--- src/rtl/booth_pkg.sv ---
// Shared types and helpers for the sequential radix-4 Booth multiplier.
// The extended width W and the iteration count K are derived here from the operand width N.
package booth_pkg;

  typedef enum logic [1:0] {
    IDLE,
    RUN,
    DONE
  } state_e;

  typedef enum logic [2:0] {
    ZERO,
    POS1,
    POS2,
    NEG1,
    NEG2
  } booth_digit_e;

  localparam int DEFAULT_N = 64;

  // Operands carry two extra bits so unsigned values stay non-negative under Booth recoding.
  function automatic int calc_w(input int n);
    return n + 2;
  endfunction

  function automatic int calc_k(input int n);
    return n / 2 + 1;
  endfunction

  function automatic booth_digit_e booth_recode(input logic [2:0] triplet);
    booth_digit_e digit;
    case (triplet)
      3'b001, 3'b010: digit = POS1;
      3'b011:         digit = POS2;
      3'b100:         digit = NEG2;
      3'b101, 3'b110: digit = NEG1;
      default:        digit = ZERO;
    endcase
    return digit;
  endfunction

endpackage

--- src/rtl/booth_radix4_multiplier_if.sv ---
// Operand-issue and result handshake bundle for booth_radix4_multiplier.
// The issue stage uses the master view; the multiplier uses the slave view.
interface booth_radix4_multiplier_if #(
  parameter int N = 64
);

  logic             in_valid;
  logic             in_ready;
  logic             is_signed;
  logic [N-1:0]     multiplicand;
  logic [N-1:0]     multiplier;
  logic             out_valid;
  logic             out_ready;
  logic [2*N-1:0]   product;

  modport master (
    output in_valid,
    output is_signed,
    output multiplicand,
    output multiplier,
    output out_ready,
    input  in_ready,
    input  out_valid,
    input  product
  );

  modport slave (
    input  in_valid,
    input  is_signed,
    input  multiplicand,
    input  multiplier,
    input  out_ready,
    output in_ready,
    output out_valid,
    output product
  );

endinterface

--- src/rtl/booth_radix4_multiplier_recoder.sv ---
// Radix-4 Booth recoder: turns a multiplier triplet and the extended multiplicand
// into the signed addend (0, +-M, +-2M) for one iteration.
module booth_r4_recoder
  import booth_pkg::*;
#(
  parameter int ACC_W = 68
) (
  input  logic [2:0]       triplet,
  input  logic [ACC_W-1:0] m,
  output logic [ACC_W-1:0] addend
);

  booth_digit_e     digit;
  logic [ACC_W-1:0] mag;
  logic             invert;

  // Negation is ~mag + 1; the +1 enters as a carry-in on the final add.
  always_comb begin
    // NOTE: every output of a combinational block gets a default before the case,
    // otherwise an unlisted branch would hold its old value and infer a latch.
    digit  = booth_recode(triplet);
    mag    = '0;
    invert = 1'b0;
    case (digit)
      POS1: mag = m;
      POS2: mag = {m[ACC_W-2:0], 1'b0};
      NEG1: begin
        mag    = m;
        invert = 1'b1;
      end
      NEG2: begin
        mag    = {m[ACC_W-2:0], 1'b0};
        invert = 1'b1;
      end
      default: ;
    endcase
    addend = (invert ? ~mag : mag) + ACC_W'(invert);
  end

endmodule

--- src/rtl/booth_radix4_multiplier.sv ---
// Sequential radix-4 Booth multiplier: retires two multiplier bits per cycle and
// returns the exact 2N-bit product for signed or unsigned operands.
module booth_radix4_multiplier
  import booth_pkg::*;
#(
  parameter int N = DEFAULT_N
) (
  input  logic                     clk,
  input  logic                     rst_n,
  booth_radix4_multiplier_if.slave bus
);

  localparam int W     = calc_w(N);
  localparam int ACC_W = W + 2;
  localparam int K     = calc_k(N);
  localparam int CNT_W = $clog2(K + 1);
  localparam int SHR_W = ACC_W + W + 1;

  state_e                   state;
  state_e                   next_state;
  logic                     rdy_en;
  logic [CNT_W-1:0]         cnt;
  logic [ACC_W-1:0]         acc;
  logic [ACC_W-1:0]         m;
  logic [W-1:0]             q;
  logic                     q_m1;
  logic [2*N-1:0]           product_r;

  logic                     accept;
  logic                     iterate;
  logic                     last_iter;
  logic                     ext_a;
  logic                     ext_b;
  logic [ACC_W-1:0]         addend;
  logic [ACC_W-1:0]         acc_sum;
  logic signed [SHR_W-1:0]  shr_in;
  logic signed [SHR_W-1:0]  shr_out;

  // Handshake outputs come from registered state only.
  assign bus.in_ready  = (state == IDLE) && rdy_en;
  assign bus.out_valid = (state == DONE);
  assign bus.product   = product_r;

  assign accept    = bus.in_valid && (state == IDLE) && rdy_en;
  assign iterate   = (state == RUN);
  assign last_iter = iterate && (cnt == CNT_W'(1));

  always_ff @(posedge clk or negedge rst_n) begin
    // NOTE: flops are written with <= so every register samples pre-edge values
    // regardless of the order in which the always blocks are evaluated.
    if (!rst_n) begin
      state  <= IDLE;
      rdy_en <= 1'b0;
    end else begin
      state  <= next_state;
      rdy_en <= 1'b1;
    end
  end

  always_comb begin
    next_state = state;
    case (state)
      IDLE:    if (accept) next_state = RUN;
      RUN:     if (last_iter) next_state = DONE;
      DONE:    if (bus.out_ready) next_state = IDLE;
      default: next_state = IDLE;
    endcase
  end

  always_ff @(posedge clk or negedge rst_n) begin
    if (!rst_n) begin
      cnt <= '0;
    end else if (accept) begin
      cnt <= CNT_W'(K);
    end else if (iterate) begin
      cnt <= cnt - CNT_W'(1);
    end
  end

  // Extension bits: copies of the sign in signed mode, zeros otherwise.
  assign ext_a = bus.is_signed & bus.multiplicand[N-1];
  assign ext_b = bus.is_signed & bus.multiplier[N-1];

  booth_r4_recoder #(
    .ACC_W(ACC_W)
  ) u_recoder (
    .triplet({q[1:0], q_m1}),
    .m      (m),
    .addend (addend)
  );

  // One iteration: add the recoded digit, then shift {acc, Q, q-1} right by two, keeping sign.
  assign acc_sum = acc + addend;
  assign shr_in  = {acc_sum, q, q_m1};
  assign shr_out = shr_in >>> 2;

  always_ff @(posedge clk or negedge rst_n) begin
    // NOTE: the datapath flops are reset as well; an abort must leave no trace of
    // the old operands and the product must read zero while in reset.
    if (!rst_n) begin
      acc  <= '0;
      m    <= '0;
      q    <= '0;
      q_m1 <= 1'b0;
    end else if (accept) begin
      acc  <= '0;
      m    <= {{(ACC_W - N){ext_a}}, bus.multiplicand};
      q    <= {{(W - N){ext_b}}, bus.multiplier};
      q_m1 <= 1'b0;
    end else if (iterate) begin
      acc  <= shr_out[SHR_W-1 -: ACC_W];
      q    <= shr_out[W:1];
      q_m1 <= shr_out[0];
    end
  end

  // The result register only loads on the final iteration, so it holds across handshakes.
  always_ff @(posedge clk or negedge rst_n) begin
    if (!rst_n) begin
      product_r <= '0;
    end else if (last_iter) begin
      product_r <= shr_out[2*N:1];
    end
  end

endmodule

--- src/flat_wrapper.sv ---
// flat-port wrapper written by rule: the top's interface ports become plain ports
module booth_radix4_multiplier_flat import booth_pkg::*;
#(
  parameter int N = DEFAULT_N
)
  (clk, rst_n, bus_in_valid, bus_is_signed, bus_multiplicand, bus_multiplier, bus_out_ready, bus_in_ready, bus_out_valid, bus_product);
  booth_radix4_multiplier_if #(.N(N)) bus_i ();
  input  logic clk;
  input  logic rst_n;
  input wire logic [$bits(bus_i.in_valid)-1:0] bus_in_valid;
  input wire logic [$bits(bus_i.is_signed)-1:0] bus_is_signed;
  input wire logic [$bits(bus_i.multiplicand)-1:0] bus_multiplicand;
  input wire logic [$bits(bus_i.multiplier)-1:0] bus_multiplier;
  input wire logic [$bits(bus_i.out_ready)-1:0] bus_out_ready;
  output wire logic [$bits(bus_i.in_ready)-1:0] bus_in_ready;
  output wire logic [$bits(bus_i.out_valid)-1:0] bus_out_valid;
  output wire logic [$bits(bus_i.product)-1:0] bus_product;
  assign bus_i.in_valid = bus_in_valid;
  assign bus_i.is_signed = bus_is_signed;
  assign bus_i.multiplicand = bus_multiplicand;
  assign bus_i.multiplier = bus_multiplier;
  assign bus_i.out_ready = bus_out_ready;
  assign bus_in_ready = bus_i.in_ready;
  assign bus_out_valid = bus_i.out_valid;
  assign bus_product = bus_i.product;
  booth_radix4_multiplier #(.N(N)) u_core (.clk(clk), .rst_n(rst_n), .bus(bus_i));
endmodule
--- config.mk ---
export PLATFORM = sky130hd
export DESIGN_NAME = booth_radix4_multiplier_flat
export DESIGN_NICKNAME = d
export VERILOG_FILES = /design/src/rtl/booth_pkg.sv /design/src/rtl/booth_radix4_multiplier_if.sv /design/src/rtl/booth_radix4_multiplier_recoder.sv /design/src/rtl/booth_radix4_multiplier.sv /design/src/flat_wrapper.sv
export SDC_FILE = /design/constraint.sdc
export NUM_CORES = 1
export LEC_CHECK = 0
export ABC_AREA = 1
export CAP_MARGIN = 20
export CELL_PAD_IN_SITES_DETAIL_PLACEMENT = 0
export CELL_PAD_IN_SITES_GLOBAL_PLACEMENT = 1
export CORE_MARGIN = 5
export CORE_UTILIZATION = 44
export CTS_CLUSTER_DIAMETER = 200
export DETAILED_ROUTE_END_ITERATION = 8
export PLACE_DENSITY_LB_ADDON = 0.1
export REMOVE_ABC_BUFFERS = 1
export SLEW_MARGIN = 20
export SYNTH_ARGS = -nofsm -noshare
export SYNTH_HDL_FRONTEND = slang
export SYNTH_SLANG_ARGS = --single-unit
--- constraint.sdc ---
create_clock -name clk -period 6.2 [get_ports clk]
set_input_delay 1.24 -clock clk [delete_from_list [all_inputs] [get_ports clk]]
set_output_delay 1.24 -clock clk [all_outputs]
set_load 0.05 [all_outputs]
==> results of run 1 <==
## cell usage in the layout (no fill, tap or decap), drive strengths merged
cell,netlist,routed
a21boi,5,5
a21o,2,2
a21oi,111,111
a22o,1,1
a22oi,61,61
a31oi,3,3
and2,1,1
buf,51,14
bufinv,0,4
clkbuf,43,54
clkdlybuf4s50,0,261
clkinv,0,5
conb,1,1
dfrtp,335,335
fa,1,1
ha,67,67
inv,308,310
nand2,610,610
nand3,132,132
nand3b,5,5
nand4,11,11
nor2,177,177
nor3,18,18
nor3b,1,1
nor4,5,5
o211ai,5,5
o21a,7,7
o21ai,317,317
o21bai,12,12
o221ai,4,4
o22ai,67,67
o31ai,2,2
or2,15,15
xnor2,22,22
xor2,70,70
## layer usage
metal	vias up	global-route usage, %	share of wire [%]
li1	8520	-	-
met1	8147	35.8	46
met2	370	43.1	47
met3	76	4.41	5.0
met4	0	5.99	2.1
met5	-	0	0
## worst register-to-register path, stage by stage, from the launching register on
cell and delay, ns:
dfrtp_1 0.38, inv_1 0.13, nand2_4 0.09, nand2_2 0.48, buf_4 0.49, o22ai_1 0.20
xor2_1 0.16, ha_1 0.35, a21oi_1 0.22, o21ai_0 0.19, inv_1 0.12, nand2_1 0.10
a21oi_1 0.40, nand3_1 0.34, or2_1 0.32, nand3_1 0.08, nand2_1 0.06
## flip-flops by register name (all words and copies together), names as in the netlist
name	cells
u_core.bus.product	128
u_core.acc	66
u_core.q	66
u_core.m	65
u_core.cnt	6
u_core.state	2
u_core.q_m1	1
u_core.rdy_en	1
## cells by family (layout without fill, tap and decap cells)
logic type      Yosys count  in the layout  synth area share, %
compound gates          597            597                 17.8
xor+xnor                 92             92                 4.26
fa+ha+maj                68             68                 4.50
buf+inv                 402            648                 8.22
flops                   335            335                 43.9
other cells               1              1               0.0196
simple gates            975            975                 21.3
## synthesized netlist by cell type (3+ instances only)
cell,n
xor2_1,69
buf_2,49
a21oi_2,6
inv_2,10
nand4_1,11
o211ai_1,5
o21ai_2,5
o21ai_0,253
nand2_2,24
o221ai_1,4
a22oi_1,61
ha_1,67
nand3_1,131
dfrtp_1,335
xnor2_1,22
a31oi_1,3
nand3b_1,5
a21oi_1,104
clkbuf_1,43
o21a_1,7
o21bai_1,11
o22ai_1,67
nor2_2,4
or2_2,4
o21ai_1,59
a21boi_0,3
nor3_1,13
nor2_1,171
nor4_1,5
nand2_1,585
inv_1,298
or2_1,11
nor3_2,5
## worst paths after layout
path	from	endpoint	slack (ns)	cells after the start
min reg2reg	u_core.bus.product[109]$_DFFE_PN0P_	u_core.bus.product[109]$_DFFE_PN0P_	0.48	2
min in group asynchronous	rst_n	u_core.rdy_en$_DFF_PN0_	0.65	1
max in group asynchronous	rst_n	u_core.bus.product[20]$_DFFE_PN0P_	4.25	2
min	u_core.bus.product[109]$_DFFE_PN0P_	u_core.bus.product[109]$_DFFE_PN0P_	0.48	2
max reg2reg	u_core.q[0]$_DFFE_PN0P_	u_core.bus.product[108]$_DFFE_PN0P_	1.98	16
max	u_core.q[0]$_DFFE_PN0P_	u_core.bus.product[108]$_DFFE_PN0P_	1.98	16
## through the flow
step                area, um^2  cells  setup WS [ns]  hold slack (ns)
finish                   23500   3301           1.98            0.480
global route             23500   3301           1.67            0.506
CTS                      23500   3301           1.99            0.482
detailed placement       22200   3236           2.02            0.466
global placement         22200   3236           2.06            0.463
floorplan                18700   2376           1.46            0.455
## final cells by class
type	count	share of cell area [%]
Timing Repair Buffer	275	11.7
Tap cell	585	3.12
Clock inverter	11	0.789
Clock buffer	54	4.65
Multi-Input combinational cell	1733	39.0
Sequential cell	335	35.7
Inverter	308	4.98
==> results.sh, run 1 <==
export IMPL_outcome="finished clean"
export IMPL_grt_max_degree=137
export IMPL_firstDrtPassIters=5
export IMPL_clock_latency_ns=0.56
export IMPL_nets=2891
export IMPL_drc=0
export IMPL_cts_max_path_buffers=3
export IMPL_core_mm2=0.0430
export IMPL_final_layout_size_suffix_gt1_share_pct=5.15
export IMPL_cts_resized=0
export IMPL_grt_pass1_vias=17800
export IMPL_cpMaxStageDelayCell="buf_4"
export IMPL_fin_tns_setup_ns=0
export IMPL_vias_per_cell=5.18
export IMPL_rsz0062_at_grt="no"
export IMPL_max_freq_ghz=0.237
export IMPL_syn_inst=2470
export IMPL_regArea_mm2=0.00838
export IMPL_totalWireLength_mm=61.5
export IMPL_crit_type="reg2reg"
export IMPL_synthArstFlopShare_pct=100
export IMPL_crit_fanout=36
export IMPL_synth_edf_count=0
export IMPL_cpPeakStageDelay_ns=0.49
export IMPL_hold_viol=0
export IMPL_clock_skew_ns=0.0154
export IMPL_fp_dieW_um=218
export IMPL_ys_ff_latch=335
export IMPL_ios=263
export IMPL_antenna_found_initial=0
export IMPL_yosysTopAreaCellShare_pct=43.9
export IMPL_seq_area_frac_synth_pct=43.9
export IMPL_postCtsSetupBuffers=0
export IMPL_cts_max_level=2
export IMPL_wl_per_cell_um=18.6
export IMPL_final_util_pct=54.6
export IMPL_synthFlopType="dfrtp_1"
export IMPL_ys_types=48
export IMPL_setup_viol=0
export IMPL_cts_hold_buf=0
export IMPL_die_area_mm2=0.0477
export IMPL_maxCapViolations=0
export IMPL_drt_iter0_markers=1206
export IMPL_end_kind="register"
export IMPL_worstPathRequired_ns=6.65
export IMPL_area_growth_pct=22.8
export IMPL_cts_tree="done"
export IMPL_syn_area_per_cell_um2=7.73
export IMPL_place_detailed_hpwl_mm=46.9
export IMPL_track_usage_pct=25.9
export IMPL_numCtsBuffers=37
export IMPL_cp_start_kind="register"
export IMPL_n_fill_cell=4156
export IMPL_rows=76
export IMPL_via_count=17100
export IMPL_grt_pass1_wl_mm=98.5
export IMPL_routabilityCongestion=0.973
export IMPL_crit_family="simple AND/OR/NAND/NOR gates"
export IMPL_start_util_pct=44.4
export IMPL_cp_cell_sequence="inv_1 -> nand2_4 -> nand2_2 -> buf_4 -> o22ai_1 -> xor2_1 -> ha_1 -> a21oi_1 -> o21ai_0 -> inv_1 -> nand2_1 -> a21oi_1 -> nand3_1 -> or2_1 -> nand3_1 -> nand2_1"
export IMPL_crit_buf_inv=3
export IMPL_hold_path_class="reg2reg"
export IMPL_synth_area_leaders="dfrtp_1, nand2_1, o21ai_0"
export IMPL_port_buffers=262
export IMPL_multi_input_area_mm2=0.00915
export IMPL_fin_crit_sh_pct=68.1
export IMPL_ant_nets=0
export IMPL_die_h_um=218
export IMPL_ys_warn_count=0
export IMPL_critPathArrivalTime_ns=4.67
export IMPL_drv_slew=0
export IMPL_fin_crit_ns=4.22
export IMPL_slew_headroom_pct=27.3
export IMPL_worstMarginPinSlew_ns=1.09
export IMPL_synth_largest_area_cell="dfrtp_1"
export IMPL_cts_num_sinks=335
export IMPL_clk_pin_slew_worst_paths_ns=0.06
export IMPL_grt_ovfl_total=0
export IMPL_syn_area_mm2=0.0191
export IMPL_diodes=0
export IMPL_cts_root_buf="clkbuf_16"
Power of run 1 is left out: the tool's default activity adds up to more than one toggle a clock period on the data nets, which glitch-free logic cannot reach.
==> run 2: changes to the inputs <==
--- a/config.mk
+++ b/config.mk
@@ -10,7 +10,7 @@
 export CELL_PAD_IN_SITES_DETAIL_PLACEMENT = 0
 export CELL_PAD_IN_SITES_GLOBAL_PLACEMENT = 1
 export CORE_MARGIN = 5
-export CORE_UTILIZATION = 44
+export CORE_UTILIZATION = 41
 export CTS_CLUSTER_DIAMETER = 200
 export DETAILED_ROUTE_END_ITERATION = 8
 export PLACE_DENSITY_LB_ADDON = 0.1
==> constraint.sdc (replaced) <==
create_clock -name clk -period 4 [get_ports clk]
set_input_delay 0.8 -clock clk [delete_from_list [all_inputs] [get_ports clk]]
set_output_delay 0.8 -clock clk [all_outputs]
set_load 0.05 [all_outputs]
==> results.sh, run 2 (same netlist as run 1, synthesis figures left out) <==
export IMPL_final_util_pct=51.2
export IMPL_maxCapViolations=0
export IMPL_hold_viol=0
export IMPL_cts_tree="done"
export IMPL_cts_max_level=2
export IMPL_track_usage_pct=24.7
export IMPL_met2_usage_pct=40.6
export IMPL_worstPathRequired_ns=4.44
export IMPL_crit_family="compound AO/OA/AOI/OAI gates"
export IMPL_drc=0
export IMPL_routabilityCongestion=0.951
export IMPL_grt_busiest_layer="met2"
export IMPL_firstDrtPassIters=5
export IMPL_drv_slew=0
export IMPL_setup_viol=0
export IMPL_ios=263
export IMPL_hold_ws_ns=0.207
export IMPL_fin_crit_sh_pct=92.7
export IMPL_ant_nets=0
export IMPL_cpMaxStageDelayCell="a21boi_0"
export IMPL_worstMarginPinSlew_ns=1.09
export IMPL_max_freq_ghz=0.270
export IMPL_fp_dieW_um=226
export IMPL_grt_util_met3_pct=4.93
export IMPL_layout_commonest_cell="nand2_1"
export IMPL_port_buffers=262
export IMPL_grt_ovfl_total=0
export IMPL_clock_skew_ns=0.0126
export IMPL_dpl_cell_area_mm2=0.0224
export IMPL_slew_headroom_pct=27.1
export IMPL_clk_pin_slew_worst_paths_ns=0.06
export IMPL_rsz0062_at_grt="no"
export IMPL_grt_met1_usage_pct=33.8
export IMPL_start_util_pct=41.2
export IMPL_die_area_mm2=0.0510
export IMPL_final_cell_area_mm2=0.0237
export IMPL_cts_root_buf="clkbuf_16"
export IMPL_clock_latency_ns=0.56
export IMPL_die_h_um=226
export IMPL_vias_per_cell=5.20
export IMPL_rows=79
export IMPL_cp_start_kind="register"
export IMPL_cp_cell_sequence="nand2_2 -> nand2_1 -> nand2_2 -> buf_4 -> o22ai_1 -> xor2_1 -> ha_1 -> a21oi_1 -> o21ai_0 -> nor2_1 -> o21ai_0 -> a21boi_0 -> nand3_1 -> nand3_1 -> nand2_1"
export IMPL_hold_path_class="in2async"
export IMPL_end_kind="register"
export IMPL_fin_crit_ns=3.71
export IMPL_wl_per_cell_um=19.1
export IMPL_crit_type="reg2reg"
export IMPL_outcome="finished clean"
export IMPL_cpPeakStageDelay_ns=0.50
export IMPL_area_growth_pct=24.2
export IMPL_cts_num_sinks=335
export IMPL_core_mm2=0.0464
export IMPL_crit_fanout=30
export IMPL_critPathArrivalTime_ns=4.15
export IMPL_totalWireLength_mm=63.8
export IMPL_place_detailed_hpwl_mm=48.4
export IMPL_via_count=17400
export IMPL_nets=2911
export IMPL_numCtsBuffers=38
export IMPL_grt_pass1_vias=17800
export IMPL_final_layout_size_suffix_gt1_share_pct=6.06
export IMPL_largest_reg_flops=128
export IMPL_crit_buf_inv=1
export IMPL_drt_iter0_markers=968
export IMPL_antenna_found_initial=1
export IMPL_grt_pass1_wl_mm=100
export IMPL_cts_max_path_buffers=3
export IMPL_grt_max_degree=88
export IMPL_final_cell_mix="nand2_1, dfrtp_1, inv_1, clkdlybuf4s50_1, o21ai_0"
==> run 2: final timing paths <==
path	start	to	slack (ns)	cells after the start
max	u_core.q_m1$_DFFE_PN0P_	u_core.acc[53]$_DFFE_PN0P_	0.29	15
min	rst_n	u_core.m[11]$_DFFE_PN0P_	0.21	1
max reg2reg	u_core.q_m1$_DFFE_PN0P_	u_core.acc[53]$_DFFE_PN0P_	0.29	15
min reg2reg	u_core.bus.product[89]$_DFFE_PN0P_	u_core.bus.product[89]$_DFFE_PN0P_	0.48	2
max in group asynchronous	rst_n	u_core.acc[44]$_DFFE_PN0P_	2.81	2
min in group clk	u_core.bus.product[89]$_DFFE_PN0P_	u_core.bus.product[89]$_DFFE_PN0P_	0.48	2
==> run 2: through the flow <==
| step | std cells | TNS [ns] | setup slack [ns] |
|---|---|---|---|
| 3_5_place_dp | 3277 | 0 | 0.133 |
| 4_1_cts | 3345 | 0 | 0.110 |
| 2_1_floorplan | 2376 | -89.78 | -0.735 |
| 6_report | 3346 | 0 | 0.293 |
| 3_3_place_gp | 3277 | 0 | 0.0308 |
| 5_1_grt | 3346 | 0 | 0.000926 |
==> run 2: worst register-to-register path, cell delays in order (launching register included) <==
cell	delay (ns)
dfrtp_1	0.40
nand2_2	0.14
nand2_1	0.08
nand2_2	0.10
buf_4	0.34
o22ai_1	0.17
xor2_1	0.16
ha_1	0.36
a21oi_1	0.23
o21ai_0	0.19
nor2_1	0.27
o21ai_0	0.29
a21boi_0	0.50
nand3_1	0.17
nand3_1	0.12
nand2_1	0.07
==> run 2: layout make-up <==
type | instances | area, um^2
diodes | 1 | 2.50
clock buffers | 56 | 1140
clock inverters | 12 | 113
fillers | 4588 | 22600
inverters | 308 | 1170
multi-input cells | 1733 | 9160
flip-flops and latches | 335 | 8380
well taps | 607 | 759
repair buffers | 294 | 2990
==> run 2: timing repair <==
action / in CTS / in global routing
setup endpoints to repair: 0 / 2
buffers inserted: 0 / 0
hold buffers: 0 / 0
gates resized for setup: 0 / 3
==> run 2: routing by layer <==
layer	part of all wire, %	up-vias
li1	-	8583
met4	2.6	0
met5	0	-
met2	47	357
met3	5.1	79
met1	45	8389
Power of run 2 is left out for the same reason.
==> RTL edit 1: new RTL, settings of run 2 <==
Re-encode `state_e` (3 states) as one-hot, 3 bits wide.
--- a/src/rtl/booth_pkg.sv
+++ b/src/rtl/booth_pkg.sv
@@ -4,6 +4,6 @@
 
-  typedef enum logic [1:0] {
-    IDLE,
-    RUN,
-    DONE
+  typedef enum logic [2:0] {
+    IDLE = 3'b001,
+    RUN  = 3'b010,
+    DONE = 3'b100
   } state_e;
Check against the original RTL: same outputs for any inputs over 10 cycles, from zero or initial values and one cycle with rst_n low; not proved beyond that.
==> RTL edit 1 against run 2 <==
- setup slack lost 37 ps
- cell area increased by 1.0%
- count of clock-buffer cells in the layout rose by 2
- routed wire length up 6.4%
- area after synthesis hardly changed
- sequential cell count grew 1
- clock skew up 5.2 ps
- first-iteration DRC count up 56%
- core utilization rose by 0.62 points
==> RTL edit 1: results (changes against run 2) <==
.. list-table::
   :header-rows: 1

   * - Metric
     - Value
   * - Total number of sequential cells
     - 336 (was 335)
   * - Final HPWL DP
     - 51290 um (was 48440 um)
   * - DR vias/cell
     - 5.330 (was 5.203)
   * - DR WL met3
     - 4689 um (was 3280 um)
   * - Total Routing Usage GR
     - 0.2602 (was 0.2472)
   * - Vias in the first global route
     - 17850 (was 17810)
   * - Met3 layer usage reported by global route
     - 0.04277 (was 0.04927)
   * - Share of cells above drive strength 1
     - 0.05628 (was 0.06063)
   * - Combined area of the multi-input logic cells
     - 9136 um^2 (was 9158 um^2)
   * - Multi-In Gates
     - 1742 (was 1733)
   * - Worst-path fanout max
     - 50 (was 30)
   * - Area post-placement
     - 22530 um^2 (was 22450 um^2)
   * - Area taken by flip-flops and latches
     - 8409 um^2 (was 8383 um^2)
   * - Area growth from synthesis to layout
     - 25.46% (was 24.19%)
   * - Filler cells
     - 4531 (was 4588)
   * - Buffer count excluding the clock tree in the final layout
     - 303 (was 294)
   * - Wire length of the first global-routing pass
     - 104000 um (was 100500 um)
   * - Xor and xnor fraction of the mapped netlist area
     - 0.04129 (was 0.04259)
   * - Routed wire per std cell
     - 20.19 um (was 19.07 um)
   * - Number of antenna violations at the first check in global routing
     - 0 (was 1)
   * - Cell count after synthesis
     - 2475 (was 2470)
   * - Global-route met1 utilization
     - 0.3703 (was 0.3376)
   * - Final nets
     - 2925 (was 2911)
   * - Diodes inserted
     - 0 (was 1)
   * - # clk buffers
     - 58 (was 56)
   * - Result of the run
     - finished clean (unchanged)
   * - Total CTS buffers
     - 39 (was 38)
   * - Slowest CP cell
     - sky130_fd_sc_hd__nor2_1 (was sky130_fd_sc_hd__a21boi_0)
   * - RePlAce Congestion
     - 1.016 (was 0.9511)
   * - CP delay by family, top
     - simple AND/OR/NAND/NOR gates (was compound AO/OA/AOI/OAI gates)
   * - Non-clock buffering overhead in the final layout
     - 0.1288 (was 0.1262)
   * - Routed length on met2
     - 30060 um (was 30010 um)
   * - Commonest cells post-synth
     - sky130_fd_sc_hd__nand2_1 (660), sky130_fd_sc_hd__dfrtp_1 (335), sky130_fd_sc_hd__inv_1 (292), sky130_fd_sc_hd__o21ai_0 (245), sky130_fd_sc_hd__nor2_1 (171) (was sky130_fd_sc_hd__nand2_1 (585), sky130_fd_sc_hd__dfrtp_1 (335), sky130_fd_sc_hd__inv_1 (298), sky130_fd_sc_hd__o21ai_0 (253), sky130_fd_sc_hd__nor2_1 (171))
   * - Peak per-stage delay on the critical path
     - 440 ps (was 500 ps)
   * - Number of DRC markers in iteration 0
     - 1513 (was 968)
   * - Fraction of the mapped netlist area in adder cells
     - 0.04496 (was 0.04495)
RTL edit 1: changes by cell type in the layout (fill, tap and decap cells not counted), sizes merged, moves of 3 or more:
cell | before | now
clkinv | 7 | 4
nor3 | 18 | 15
bufinv | 1 | 7
nand2 | 610 | 672
nand3b | 5 | 13
a22oi | 61 | 7
buf | 33 | 42
o221ai | 4 | 58
xnor2 | 22 | 19
inv | 310 | 303
o21ai | 317 | 260
nand3 | 132 | 136
RTL edit 1: worst paths after layout:
check                                  startpoint                      to  slack (ps)
max                                   u_core.q_m1          u_core.acc[46]         260
min                                         rst_n  u_core.bus.product[15]         300
max reg2reg                           u_core.q_m1          u_core.acc[46]         260
min reg2reg                u_core.bus.product[66]  u_core.bus.product[66]         480
max in group asynchronous                   rst_n         u_core.state[0]        2820
min in group clk           u_core.bus.product[66]  u_core.bus.product[66]         480
==> RTL edit 2: new RTL, settings of run 2 <==
Without the edit above. The package constant `DEFAULT_N` goes from 64 to 32.
--- a/src/rtl/booth_pkg.sv
+++ b/src/rtl/booth_pkg.sv
@@ -18,3 +18,3 @@
 
-  localparam int DEFAULT_N = 64;
+  localparam int DEFAULT_N = 32;
 
Interface: changed (resized bus_multiplicand, bus_multiplier and bus_product); port bits go from 263 to 135. The function was not compared with the original's and may differ.
==> RTL edit 2 against run 2 <==
- cell count is 51% lower
- synthesized cell count is 51% lower
- cell area is 50% lower
- area after synthesis is 50% lower
- routed wire length is 58% lower
- global-route usage is 4.3 points lower
- sequential cell count is 161 lower
- setup slack better by 400 ps
- die area is 48% lower
- clock skew hardly changed
- critical path depth is 1 lower
Power is not shown: default switching activity piles up to over one toggle a cycle in this logic, so the estimate is an artifact.
==> RTL edit 2: results (changes against run 2) <==
.. list-table::
   :header-rows: 1

   * - Metric
     - Value
   * - Unique cell type count in the Yosys netlist
     - 45 (was 48)
   * - Wire length of the first global-routing pass
     - 43720 um (was 100500 um)
   * - Pin count of the biggest net entering global routing
     - 108 (was 88)
   * - Commonest cells post-synth
     - sky130_fd_sc_hd__nand2_1 (306), sky130_fd_sc_hd__o21ai_0 (177), sky130_fd_sc_hd__dfrtp_1 (174), sky130_fd_sc_hd__inv_1 (121), sky130_fd_sc_hd__a21oi_1 (58) (was sky130_fd_sc_hd__nand2_1 (585), sky130_fd_sc_hd__dfrtp_1 (335), sky130_fd_sc_hd__inv_1 (298), sky130_fd_sc_hd__o21ai_0 (253), sky130_fd_sc_hd__nor2_1 (171))
   * - Post-Place Worst Slack
     - 704.0 ps (was 132.6 ps)
   * - Total Routing Usage GR
     - 0.2045 (was 0.2472)
   * - Multi-In Gates
     - 853 (was 1733)
   * - Multi-input gate share of the layout cell area
     - 0.3794 (was 0.3862)
   * - Area taken by flip-flops and latches
     - 4354 um^2 (was 8383 um^2)
   * - Vias in the first global route
     - 8438 (was 17810)
   * - Setup skew after layout
     - 12.46 ps (was 12.64 ps)
   * - DR vias/cell
     - 5.087 (was 5.203)
   * - Final clock-cell share
     - 0.04885 (was 0.05281)
   * - Clock transition at path regs
     - 80 ps (was 60 ps)
   * - Inverters
     - 127 (was 308)
   * - Final HPWL DP
     - 19050 um (was 48440 um)
   * - Average cell area after synthesis
     - 7.926 um^2 (was 7.731 um^2)
   * - Number of flip-flops in the largest register
     - 64 (was 128)
   * - Number of antenna violations at the first check in global routing
     - 0 (was 1)
   * - Final non-filler cell total
     - 1651 (was 3346)
   * - Buffer count excluding the clock tree in the final layout
     - 152 (was 294)
   * - Share of cells above drive strength 1
     - 0.05306 (was 0.06063)
   * - Result of the run
     - finished clean (unchanged)
   * - Number of buffers between clock root and the deepest sink
     - 2 (was 3)
   * - Source-to-sink clock delay at the later pin of the worst-skew pair
     - 440 ps (was 560 ps)
   * - Peak per-stage delay on the critical path
     - 420 ps (was 500 ps)
   * - RePlAce Congestion
     - 0.9238 (was 0.9511)
   * - # clk buffers
     - 18 (was 56)
   * - Worst-path fanout max
     - 17 (was 30)
   * - Number of H-tree branching levels
     - 4 (was 2)
   * - Filler cells
     - 2271 (was 4588)
   * - Slew at the pin closest to its max-slew limit
     - 722.6 ps (was 1093 ps)
   * - Port bufs
     - 134 (was 262)
   * - Total CTS buffers
     - 17 (was 38)
   * - Routed wire length
     - 26600 um (was 63790 um)
   * - Diodes inserted
     - 0 (was 1)
   * - Sequential-to-total area share from yosys stat
     - 0.4566 (was 0.4390)
   * - Core area
     - 22780 um^2 (was 46360 um^2)
==> RTL edit 2: final timing paths <==
path / end / slack, ps / depth (start not counted)
max: u_core.acc[29] / 690 / 14
max reg2reg: u_core.acc[29] / 690 / 14
min: u_core.bus.product[5] / 360 / 1
min in group clk: u_core.cnt[3] / 470 / 1
min reg2reg: u_core.cnt[3] / 470 / 1
max in group asynchronous: u_core.rdy_en / 2770 / 2
==> RTL edit 2: cell families (layout without fill, tap and decap cells) <==
family | after synthesis | count (layout) | synth area share
AOI/OAI and AO/OA | 325 | 325 | 0.1848
DFF | 174 | 174 | 0.4566
other | 1 | 1 | 0.0003933
xor gates and xnor gates | 47 | 47 | 0.04317
and+or+nand+nor | 444 | 444 | 0.1935
adders and majority gates | 36 | 36 | 0.04803
buffers and inverters | 176 | 311 | 0.07348
==> RTL edit 2: metal layers <==
metal,GRT usage,vias up,part of all wire
met4,0.04421,0,0.0099
li1,-,4227,-
met3,0.02987,19,0.039
met1,0.2867,3968,0.49
met5,0,-,0
met2,0.3382,185,0.46
